$ cat config.mk
export PLATFORM = sky130hd
export DESIGN_NAME = sram_dual_port_arbiter
export DESIGN_NICKNAME = d
export VERILOG_FILES = /design/src/rtl/sram_dual_port_arbiter.sv
export SDC_FILE = /design/constraint.sdc
export NUM_CORES = 1
export LEC_CHECK = 0
export ABC_CLOCK_PERIOD_IN_PS = 4100
export CAP_MARGIN = 20
export CORE_MARGIN = 2
export CORE_UTILIZATION = 40
export DETAILED_ROUTE_END_ITERATION = 10
export PLACE_DENSITY = 0.78
export SYNTH_ARGS = -nofsm -noshare
export SYNTH_HDL_FRONTEND = slang
export SYNTH_SLANG_ARGS = --single-unit
$ cat constraint.sdc
create_clock -name clk0 -period 4.1 [get_ports clk0]
set_input_delay 0.82 -clock clk0 [delete_from_list [all_inputs] [get_ports clk0]]
set_output_delay 0.82 -clock clk0 [all_outputs]
set_load 0.005 [all_outputs]
$ cat src/rtl/sram_dual_port_arbiter.sv
// Round-robin arbiter sharing one single-port synchronous SRAM macro between requesters A and B.
// Optional grant/conflict statistics counters are enabled with `define SRAM_ARB_STATS_EN.
module sram_dual_port_arbiter #(
    parameter int DATA_WIDTH = 32,
    parameter int ADDR_WIDTH = 7,
    parameter int RD_LATENCY = 1,
    parameter int STAT_WIDTH = 16
) (
    input  logic                  clk0,
    input  logic                  rst0,
    input  logic                  a_req_valid,
    output logic                  a_req_ready,
    input  logic                  a_req_we,
    input  logic [ADDR_WIDTH-1:0] a_req_addr,
    input  logic [DATA_WIDTH-1:0] a_req_wdata,
    output logic                  a_rsp_valid,
    output logic [DATA_WIDTH-1:0] a_rsp_rdata,
    input  logic                  b_req_valid,
    output logic                  b_req_ready,
    input  logic                  b_req_we,
    input  logic [ADDR_WIDTH-1:0] b_req_addr,
    input  logic [DATA_WIDTH-1:0] b_req_wdata,
    output logic                  b_rsp_valid,
    output logic [DATA_WIDTH-1:0] b_rsp_rdata,
`ifdef SRAM_ARB_STATS_EN
    input  logic                  stats_clr,
    output logic [STAT_WIDTH-1:0] a_grant_cnt,
    output logic [STAT_WIDTH-1:0] b_grant_cnt,
    output logic [STAT_WIDTH-1:0] conflict_cnt,
`endif
    output logic                  csb0,
    output logic                  web0,
    output logic [ADDR_WIDTH-1:0] addr0,
    output logic [DATA_WIDTH-1:0] din0,
    input  logic [DATA_WIDTH-1:0] dout0
);

    localparam int TAG_DEPTH = 1 + RD_LATENCY;

    // rr_reg = 0 prefers A on contention, 1 prefers B
    logic                  rr_reg, rr_next;
    logic                  contention;
    logic                  grant_a, grant_b;
    logic                  hs_a, hs_b, hs_any, hs_we;
    logic [ADDR_WIDTH-1:0] hs_addr;
    logic [DATA_WIDTH-1:0] hs_wdata;
    logic [TAG_DEPTH-1:0]  tag_valid_reg;
    logic [TAG_DEPTH-1:0]  tag_owner_reg;   // 1 = B owns the read

    always_comb begin
        contention  = a_req_valid & b_req_valid;
        grant_a     = a_req_valid & (~b_req_valid | ~rr_reg);
        grant_b     = b_req_valid & (~a_req_valid | rr_reg);
        a_req_ready = grant_a & ~rst0;
        b_req_ready = grant_b & ~rst0;
        hs_a        = a_req_valid & a_req_ready;
        hs_b        = b_req_valid & b_req_ready;
        hs_any      = hs_a | hs_b;
        hs_we       = hs_b ? b_req_we    : a_req_we;
        hs_addr     = hs_b ? b_req_addr  : a_req_addr;
        hs_wdata    = hs_b ? b_req_wdata : a_req_wdata;
        rr_next     = rr_reg;
        // After contention the loser becomes preferred
        if (contention && !rst0) begin
            rr_next = grant_a;
        end
    end

    always_ff @(posedge clk0 or posedge rst0) begin
        if (rst0) begin
            rr_reg <= 1'b0;
            csb0   <= 1'b1;
            web0   <= 1'b1;
            addr0  <= '0;
            din0   <= '0;
        end else begin
            rr_reg <= rr_next;
            csb0   <= ~hs_any;
            web0   <= ~(hs_any & hs_we);
            if (hs_any) begin
                addr0 <= hs_addr;
                din0  <= hs_wdata;
            end
        end
    end

    always_ff @(posedge clk0 or posedge rst0) begin
        if (rst0) begin
            tag_valid_reg <= '0;
            tag_owner_reg <= '0;
        end else begin
            tag_valid_reg[0] <= hs_any & ~hs_we;
            tag_owner_reg[0] <= hs_b;
            for (int i = 1; i < TAG_DEPTH; i++) begin
                tag_valid_reg[i] <= tag_valid_reg[i-1];
                tag_owner_reg[i] <= tag_owner_reg[i-1];
            end
        end
    end

    // The oldest tag lines up with the macro's read data
    always_ff @(posedge clk0 or posedge rst0) begin
        if (rst0) begin
            a_rsp_valid <= 1'b0;
            b_rsp_valid <= 1'b0;
            a_rsp_rdata <= '0;
            b_rsp_rdata <= '0;
        end else begin
            a_rsp_valid <= tag_valid_reg[RD_LATENCY] & ~tag_owner_reg[RD_LATENCY];
            b_rsp_valid <= tag_valid_reg[RD_LATENCY] &  tag_owner_reg[RD_LATENCY];
            if (tag_valid_reg[RD_LATENCY] && !tag_owner_reg[RD_LATENCY]) begin
                a_rsp_rdata <= dout0;
            end
            if (tag_valid_reg[RD_LATENCY] && tag_owner_reg[RD_LATENCY]) begin
                b_rsp_rdata <= dout0;
            end
        end
    end

`ifdef SRAM_ARB_STATS_EN
    logic [2:0] stat_inc;

    always_comb begin
        stat_inc[0] = hs_a;
        stat_inc[1] = hs_b;
        stat_inc[2] = contention & ~rst0;
    end

    genvar gi;
    generate
        for (gi = 0; gi < 3; gi++) begin : gen_stat
            logic [STAT_WIDTH-1:0] cnt_reg;
            // Clear wins over a coincident increment; counters stick at all-ones
            always_ff @(posedge clk0 or posedge rst0) begin
                if (rst0) begin
                    cnt_reg <= '0;
                end else if (stats_clr) begin
                    cnt_reg <= '0;
                end else if (stat_inc[gi] && (cnt_reg != '1)) begin
                    cnt_reg <= cnt_reg + 1'b1;
                end
            end
        end
    endgenerate

    assign a_grant_cnt  = gen_stat[0].cnt_reg;
    assign b_grant_cnt  = gen_stat[1].cnt_reg;
    assign conflict_cnt = gen_stat[2].cnt_reg;
`endif

endmodule

======== Word-level counts from Yosys, hierarchy flattened ========
Index checks and enable logic that the tools add are counted.
word-level totals
  flip-flop bits (word level) ............. 112
  input port bits ......................... 116
  output and inout bits ................... 109
  logic and storage cells ................. 41
operators by class
  mux-type cells .......................... 3
  bitwise gates (word level) .............. 22
  reduce and logical (&&, ||, !) cells .... 5
operators with widths
  kind               count
  2-to-1 mux 32 bit  1
  bitwise AND 1 bit  11
  NOT 1 bit          8
  2-to-1 mux 7 bit   1
  logical AND 1 bit  3
  bitwise OR 1 bit   3
  logical NOT 1 bit  2
  2-to-1 mux 1 bit   1

======== Logic depth before layout (Yosys ltp) ========
Gate-level depths: netlist of the first run.
  depth after elaboration ................. 8
  mapped depth ............................ 6
  mapped depth without buffers ............ 3

======== Worst setup path after synthesis of the first run ========
No wires, ideal clock.
  kind .................................... input-to-reg
  from .................................... input port rst0
  to ...................................... register din0[0]
  library setup time ...................... 0.083 ns
  arrival ................................. 2.899 ns
  required time ........................... 4.017 ns
  path slack .............................. 1.117 ns
  cell stages on the path ................. 4
  path buffers ............................ 1
  cell sequence ........................... inv_1 buf_2 o2111ai_1 a31oi_1
on the way
  word-level cells in the longest chain between the ends .. 4
  elaborated cells on any way between the ends .. 7
  classes of those cells .................. mux (1); bitwise (6)
RTL lines
  what                                                          line    source
  from (decl)                                                   10      input logic rst0,
  NOT 1 bit *                                                   54, 55
  bitwise AND 1 bit, on equally long branches                   55, 54
  bitwise AND 1 bit, on equally long branches                   57, 56
  2-to-1 mux 32 bit / bitwise OR 1 bit (equally long branches)  61, 58
  to (signal assigned)                                          82      din0 <= hs_wdata;
  to (decl)                                                     34      output logic [DATA_WIDTH-1:0] din0,
Every way passes the cells marked *; elsewhere a longest branch is shown, timed or not.
A chain may end at the register's enable or synchronous reset.

======== Worst setup path after layout of the first run ========
  from .................................... input port b_req_valid
  to ...................................... output port b_req_ready
on the way
  word-level cells in the longest chain between the ends .. 2
RTL lines
  what               line  source
  from (decl)        18    input logic b_req_valid,
  bitwise AND 1 bit  53    grant_b = b_req_valid & (~a_req_valid | rr_reg);
  bitwise AND 1 bit  55    b_req_ready = grant_b & ~rst0;
  to (decl)          19    output logic b_req_ready,
Every way passes these cells.

==> results of run 1 <==
## logic make-up after synthesis
kind of cell / after synthesis / share of synthesized area (%)
xor+xnor: 1 / 0.182
simple gates: 48 / 4.34
flops: 112 / 58.3
mux: 64 / 15.0
buf+inv: 46 / 5.33
compound gates: 121 / 16.9
## how the worst min path moves through the flow
stage / startpoint / endpoint / slack, ns / depth (start not counted)
2_1_floorplan: tag_owner_reg[0] / tag_owner_reg[1] / 0.33 / 0
5_1_grt: tag_owner_reg[0] / tag_owner_reg[1] / 0.36 / 0
3_5_place_dp: tag_valid_reg[0] / tag_valid_reg[1] / 0.34 / 0
4_1_cts: tag_owner_reg[0] / tag_owner_reg[1] / 0.36 / 0
3_3_place_gp: tag_owner_reg[0] / tag_owner_reg[1] / 0.33 / 0
6_report: tag_valid_reg[0] / tag_valid_reg[1] / 0.35 / 0
## worst max-delay path: stages
cell,delay [ns]
clkdlybuf4s50_1,0.47
buf_4,0.26
nand2b_2,0.09
nor2_1,0.14
clkdlybuf4s50_1,0.57
## area by class of cell
cell class,instances,area (um2)
Multi-Input combinational cell,234,1760
Clock inverter,6,77.6
Tap cell,147,184
Clock buffer,10,229
Fill cell,926,4470
Timing Repair Buffer,233,2320
Sequential cell,112,2810
Inverter,4,20.0
## where the power goes
part | switching, mW | total, mW | internal [mW]
clock | 0.415 | 0.901 | 0.486
combinational | 0.455 | 1.29 | 0.833
sequential | 0.179 | 1.59 | 1.41
## synthesized netlist by cell type
cell and instances:
dfrtp_1 110, mux2_2 64, nor2_1 41, o21ai_0 40, a31oi_1 39, o2111ai_1 39
buf_2 22, clkbuf_1 8, buf_6 5, buf_4 4, clkbuf_2 3, inv_1 3
dfstp_2 2, a211oi_1 1, inv_2 1, nand2_1 1, nand2b_2 1, nand3_1 1
nor2b_1 1, nor2b_4 1, nor3_2 1, nor3b_1 1, o21a_1 1, o21ba_1 1
xnor2_1 1
## per-layer routing
metal  global-route usage, %  wire (um)  up-vias  share of wire [%]
met1                    26.2       5520     2017                 41
li1                        -          -     1864                  -
met2                    35.0       6510      213                 49
met3                    4.04       1080       22                8.1
met4                    6.75        271        0                2.0
met5                       0          0        -                  0
==> results.sh, run 1 <==
export IMPL_syn2layout_area_growth_pct=53.7
export IMPL_min_path_type="register to register"
export IMPL_path_clk_slew_ns=0.07
export IMPL_p_per_area_nw_per_um2=511
export IMPL_final_common_cell="clkdlybuf4s50_1"
export IMPL_fin_ws_ns=0.925
export IMPL_outcome="completed"
export IMPL_cap_violations=0
export IMPL_routedWlPerCell_um=17.9
export IMPL_post_route_drc_count=0
export IMPL_top_regs="a_rsp_rdata: 32 flops, b_rsp_rdata: 32 flops, din0: 32 flops"
export IMPL_rr_endpoint="a_rsp_rdata[27]"
export IMPL_final_cells=746
export IMPL_cts_sinks=112
export IMPL_yosysTopAreaCellShare_pct=57.2
export IMPL_port_buffers=224
export IMPL_drive_gt1_share_pct=16.2
export IMPL_netlist_instances=392
export IMPL_grtUsageTotal_pct=20.5
export IMPL_totalWireLength_um=13400
export IMPL_grt_overflow=0
export IMPL_insertion_delay_ns=0.34
export IMPL_cp_required_ns=3.28
export IMPL_crit_path_end_kind="output pin"
export IMPL_synth_area_um2=4810
export IMPL_reg2reg_depth=2
export IMPL_cts_tree="yes"
export IMPL_setup_viol=0
export IMPL_synth_seq_cells=112
export IMPL_cts_buffers=9
export IMPL_post_cts_buffers=0
export IMPL_fmax_mhz=315
export IMPL_drtIter0Drc=359
export IMPL_slew_violations=0
export IMPL_arrival_ns=2.36
export IMPL_clockBufferDepth=2
export IMPL_io_pin_count=225
export IMPL_peakVddDrop_v=0.000227
export IMPL_start_util_pct=40.6
export IMPL_die_h_um=114
export IMPL_final_area_um2=7390
export IMPL_grt_start_max_net_pins=111
export IMPL_syn_avg_cell_area_um2=12.3
export IMPL_period_minus_slack_ns=3.18
export IMPL_final_util_pct=62.3
export IMPL_rrSetupSlack_ns=2.36
export IMPL_place_area_um2=7090
export IMPL_path_class="primary input to output pin"
export IMPL_htreeDepth=3
export IMPL_fin_skew_ns=0.00723
export IMPL_fp_row_count=40
export IMPL_ant_nets=0
export IMPL_synth_top_area_cell="dfrtp_1"
export IMPL_clock_root_buffer="clkbuf_16"
export IMPL_nNetsFinal=710
export IMPL_dr_total_vias=4116
export IMPL_dr_pass1_iters=5
export IMPL_core_area_um2=11900
export IMPL_grt_pass1_wl_um=21100
export IMPL_finalCritPeriodShare_pct=77.5
export IMPL_yosysUniqueCellTypes=25
export IMPL_finalPower_mw=3.77
export IMPL_place_inst=730
export IMPL_layout_common_cells="clkdlybuf4s50_1, dfrtp_1, mux2_2, nor2_1, o21ai_0"
export IMPL_crit_path_end="b_req_ready"
export IMPL_crit_fanout=23
export IMPL_crit_path_start_kind="primary input"
export IMPL_antenna_found_initial=0
export IMPL_dp_hpwl_um=9400
export IMPL_n_antenna_cell=0
export IMPL_cp_startpoint="b_req_valid"
export IMPL_tns_ns=0
export IMPL_rsz0062_at_grt="false"
export IMPL_hold_viol=0
export IMPL_whs_ns=0.355
export IMPL_vias_per_cell=5.52
export IMPL_dieArea_um2=12900
export IMPL_dieWidth_um=114
export IMPL_yosys_top_cells_area="dfrtp_1, mux2_2, o2111ai_1"
export IMPL_p_leak_nw=2.87
export IMPL_grt_pass1_vias=4149
export IMPL_pre_cts_ws_ns=0.914
export IMPL_relSlewSlack_pct=33.6
export IMPL_ys_warn_count=0
export IMPL_ys_seq_area_share_pct=58.3
export IMPL_syn_nets=508
export IMPL_cts_resized=0
export IMPL_worstMarginPinSlew_ns=0.995
export IMPL_finalWeightedCongestion=0.777
export IMPL_r2r_start="tag_owner_reg[1]"
export IMPL_cts_hold_buffers_added=0
No activity file was read; power rests on OpenSTA's default activity.
==> inputs of run 2 (changes only) <==
ABC_CLOCK_PERIOD_IN_PS = 3200   (was 4100)
clock period = 3.2 ns   (was 4.1 ns; I/O delays follow)
==> results.sh, run 2 (synthesized netlist as in run 1, its figures left out) <==
export IMPL_grt_use_met3_pct=4.68
export IMPL_port_buffers=224
export IMPL_clockBufferDepth=2
export IMPL_grt_overflow=0
export IMPL_finalWeightedCongestion=0.721
export IMPL_syn2layout_area_growth_pct=54.3
export IMPL_min_path_type="register to register"
export IMPL_cp_required_ns=2.56
export IMPL_critPathSlowestCell="clkdlybuf4s50_1"
export IMPL_start_util_pct=40.6
export IMPL_cp_startpoint="rst0"
export IMPL_setup_viol=0
export IMPL_cts_sinks=112
export IMPL_dieWidth_um=114
export IMPL_register_area_um2=2810
export IMPL_clock_root_buffer="clkbuf_16"
export IMPL_totalWireLength_um=13200
export IMPL_fin_skew_ns=0.00752
export IMPL_dr_pass1_iters=5
export IMPL_r2r_start="tag_owner_reg[1]"
export IMPL_use_met1_pct=25.4
export IMPL_htreeDepth=3
export IMPL_cts_tree="yes"
export IMPL_insertion_delay_ns=0.34
export IMPL_globalRoute_busiestLayer="met2"
export IMPL_die_h_um=114
export IMPL_final_area_um2=7420
export IMPL_slew_violations=0
export IMPL_routedWlPerCell_um=17.6
export IMPL_dr_total_vias=4067
export IMPL_p_leak_nw=2.89
export IMPL_fp_row_count=40
export IMPL_nNetsFinal=714
export IMPL_dp_hpwl_um=9330
export IMPL_drive_gt1_share_pct=16.9
export IMPL_gr_usage_met2_pct=34.7
export IMPL_outcome="completed"
export IMPL_worstPathCellList="clkdlybuf4s50_1, nand2b_2, nor2_1, clkdlybuf4s50_1"
export IMPL_worstMarginPinSlew_ns=0.974
export IMPL_place_area_um2=7110
export IMPL_io_pin_count=225
export IMPL_path_clk_slew_ns=0.07
export IMPL_crit_path_end_kind="output pin"
export IMPL_grt_pass1_vias=4075
export IMPL_layout_common_cells="clkdlybuf4s50_1, dfrtp_1, mux2_2, nor2_1, o21ai_0"
export IMPL_cts_resized=0
export IMPL_hold_viol=0
export IMPL_rsz0062_at_grt="false"
export IMPL_ant_nets=0
export IMPL_grt_pass1_wl_um=20900
export IMPL_crit_top_cell="clkdlybuf4s50_1"
export IMPL_fmax_mhz=367
export IMPL_crit_path_start_kind="primary input"
export IMPL_period_minus_slack_ns=2.72
export IMPL_core_area_um2=11900
export IMPL_p_per_area_nw_per_um2=654
export IMPL_worstHoldStart="tag_valid_reg[0]"
export IMPL_crit_fanout=4
export IMPL_dieArea_um2=12900
export IMPL_drtIter0Drc=366
export IMPL_n_antenna_cell=0
export IMPL_cts_buffers=9
export IMPL_grtUsageTotal_pct=20.2
export IMPL_relSlewSlack_pct=34.9
export IMPL_post_route_drc_count=0
export IMPL_peakVddDrop_v=0.000238
export IMPL_cap_violations=0
export IMPL_top_regs="a_rsp_rdata: 32 flops, b_rsp_rdata: 32 flops, din0: 32 flops"
export IMPL_arrival_ns=2.08
export IMPL_path_class="primary input to output pin"
export IMPL_finalCritPeriodShare_pct=85.1
export IMPL_post_cts_buffers=0
export IMPL_cts_hold_buffers_added=0
export IMPL_antenna_found_initial=0
export IMPL_cpPeakStageDelay_ns=0.56
export IMPL_multi_input_area_um2=1760
export IMPL_grt_start_max_net_pins=97
export IMPL_fillCellCount=941
export IMPL_final_common_cell="clkdlybuf4s50_1"
export IMPL_vias_per_cell=5.42
export IMPL_tns_ns=0
## run 2: cell types whose count changed in the layout (fill, tap and decap cells not counted)
cell and change:
clkinv_2 +1, clkbuf_1 -1, clkinvlp_4 -1, clkinv_8 +2, buf_12 -1, buf_4 +5
inv_6 +1, inv_8 -2
## run 2: critical path, delay by kind of cell
| kind | cells | cell delay, ns |
|---|---|---|
| buffers and inverters | 2 | 1.07 |
| and+or+nand+nor | 2 | 0.37 |
## run 2: worst paths after layout
path                       slack (ns)  cells after the start          endpoint
max                              0.48                      4       b_req_ready
min                              0.35                      0  tag_valid_reg[1]
max reg2reg                      1.47                      2   a_rsp_rdata[17]
min reg2reg                      0.35                      0  tag_valid_reg[1]
max in group asynchronous        1.21                      4    a_rsp_rdata[8]
min in group asynchronous        0.90                      2          din0[24]
## run 2: layout make-up
class / instances / share of cell area [%]
repair buffers: 237 / 31.5
multi-input cells: 234 / 23.7
inverters: 4 / 0.270
clock inverters: 7 / 1.26
clock buffers: 9 / 3.03
flip-flops and latches: 112 / 37.8
well taps: 147 / 2.48
## run 2: routing by layer
layer  vias up  wire length, um
met5         -                0
li1       1865                -
met1      1993             5420
met2       196             6510
met4         0              150
met3        13             1100
## run 2: power breakdown
part	switching [mW]	internal, mW	total (mW)	leakage, nW
Clock	0.540	0.625	1.17	0.156
Sequential	0.222	1.80	2.02	1.29
Combinational	0.591	1.08	1.67	1.44
## run 2: through the flow
stage	hold slack [ns]	utilization (%)	std cells	setup WS [ns]	total power [mW]
floorplan	0.331	-	392	0.397	2.64
global placement	0.332	59.9	734	0.504	3.67
detailed placement	0.338	59.9	734	0.465	3.73
CTS	0.354	62.6	750	0.464	4.91
global route	0.354	62.6	750	0.437	5.11
finish	0.349	62.6	750	0.478	4.86
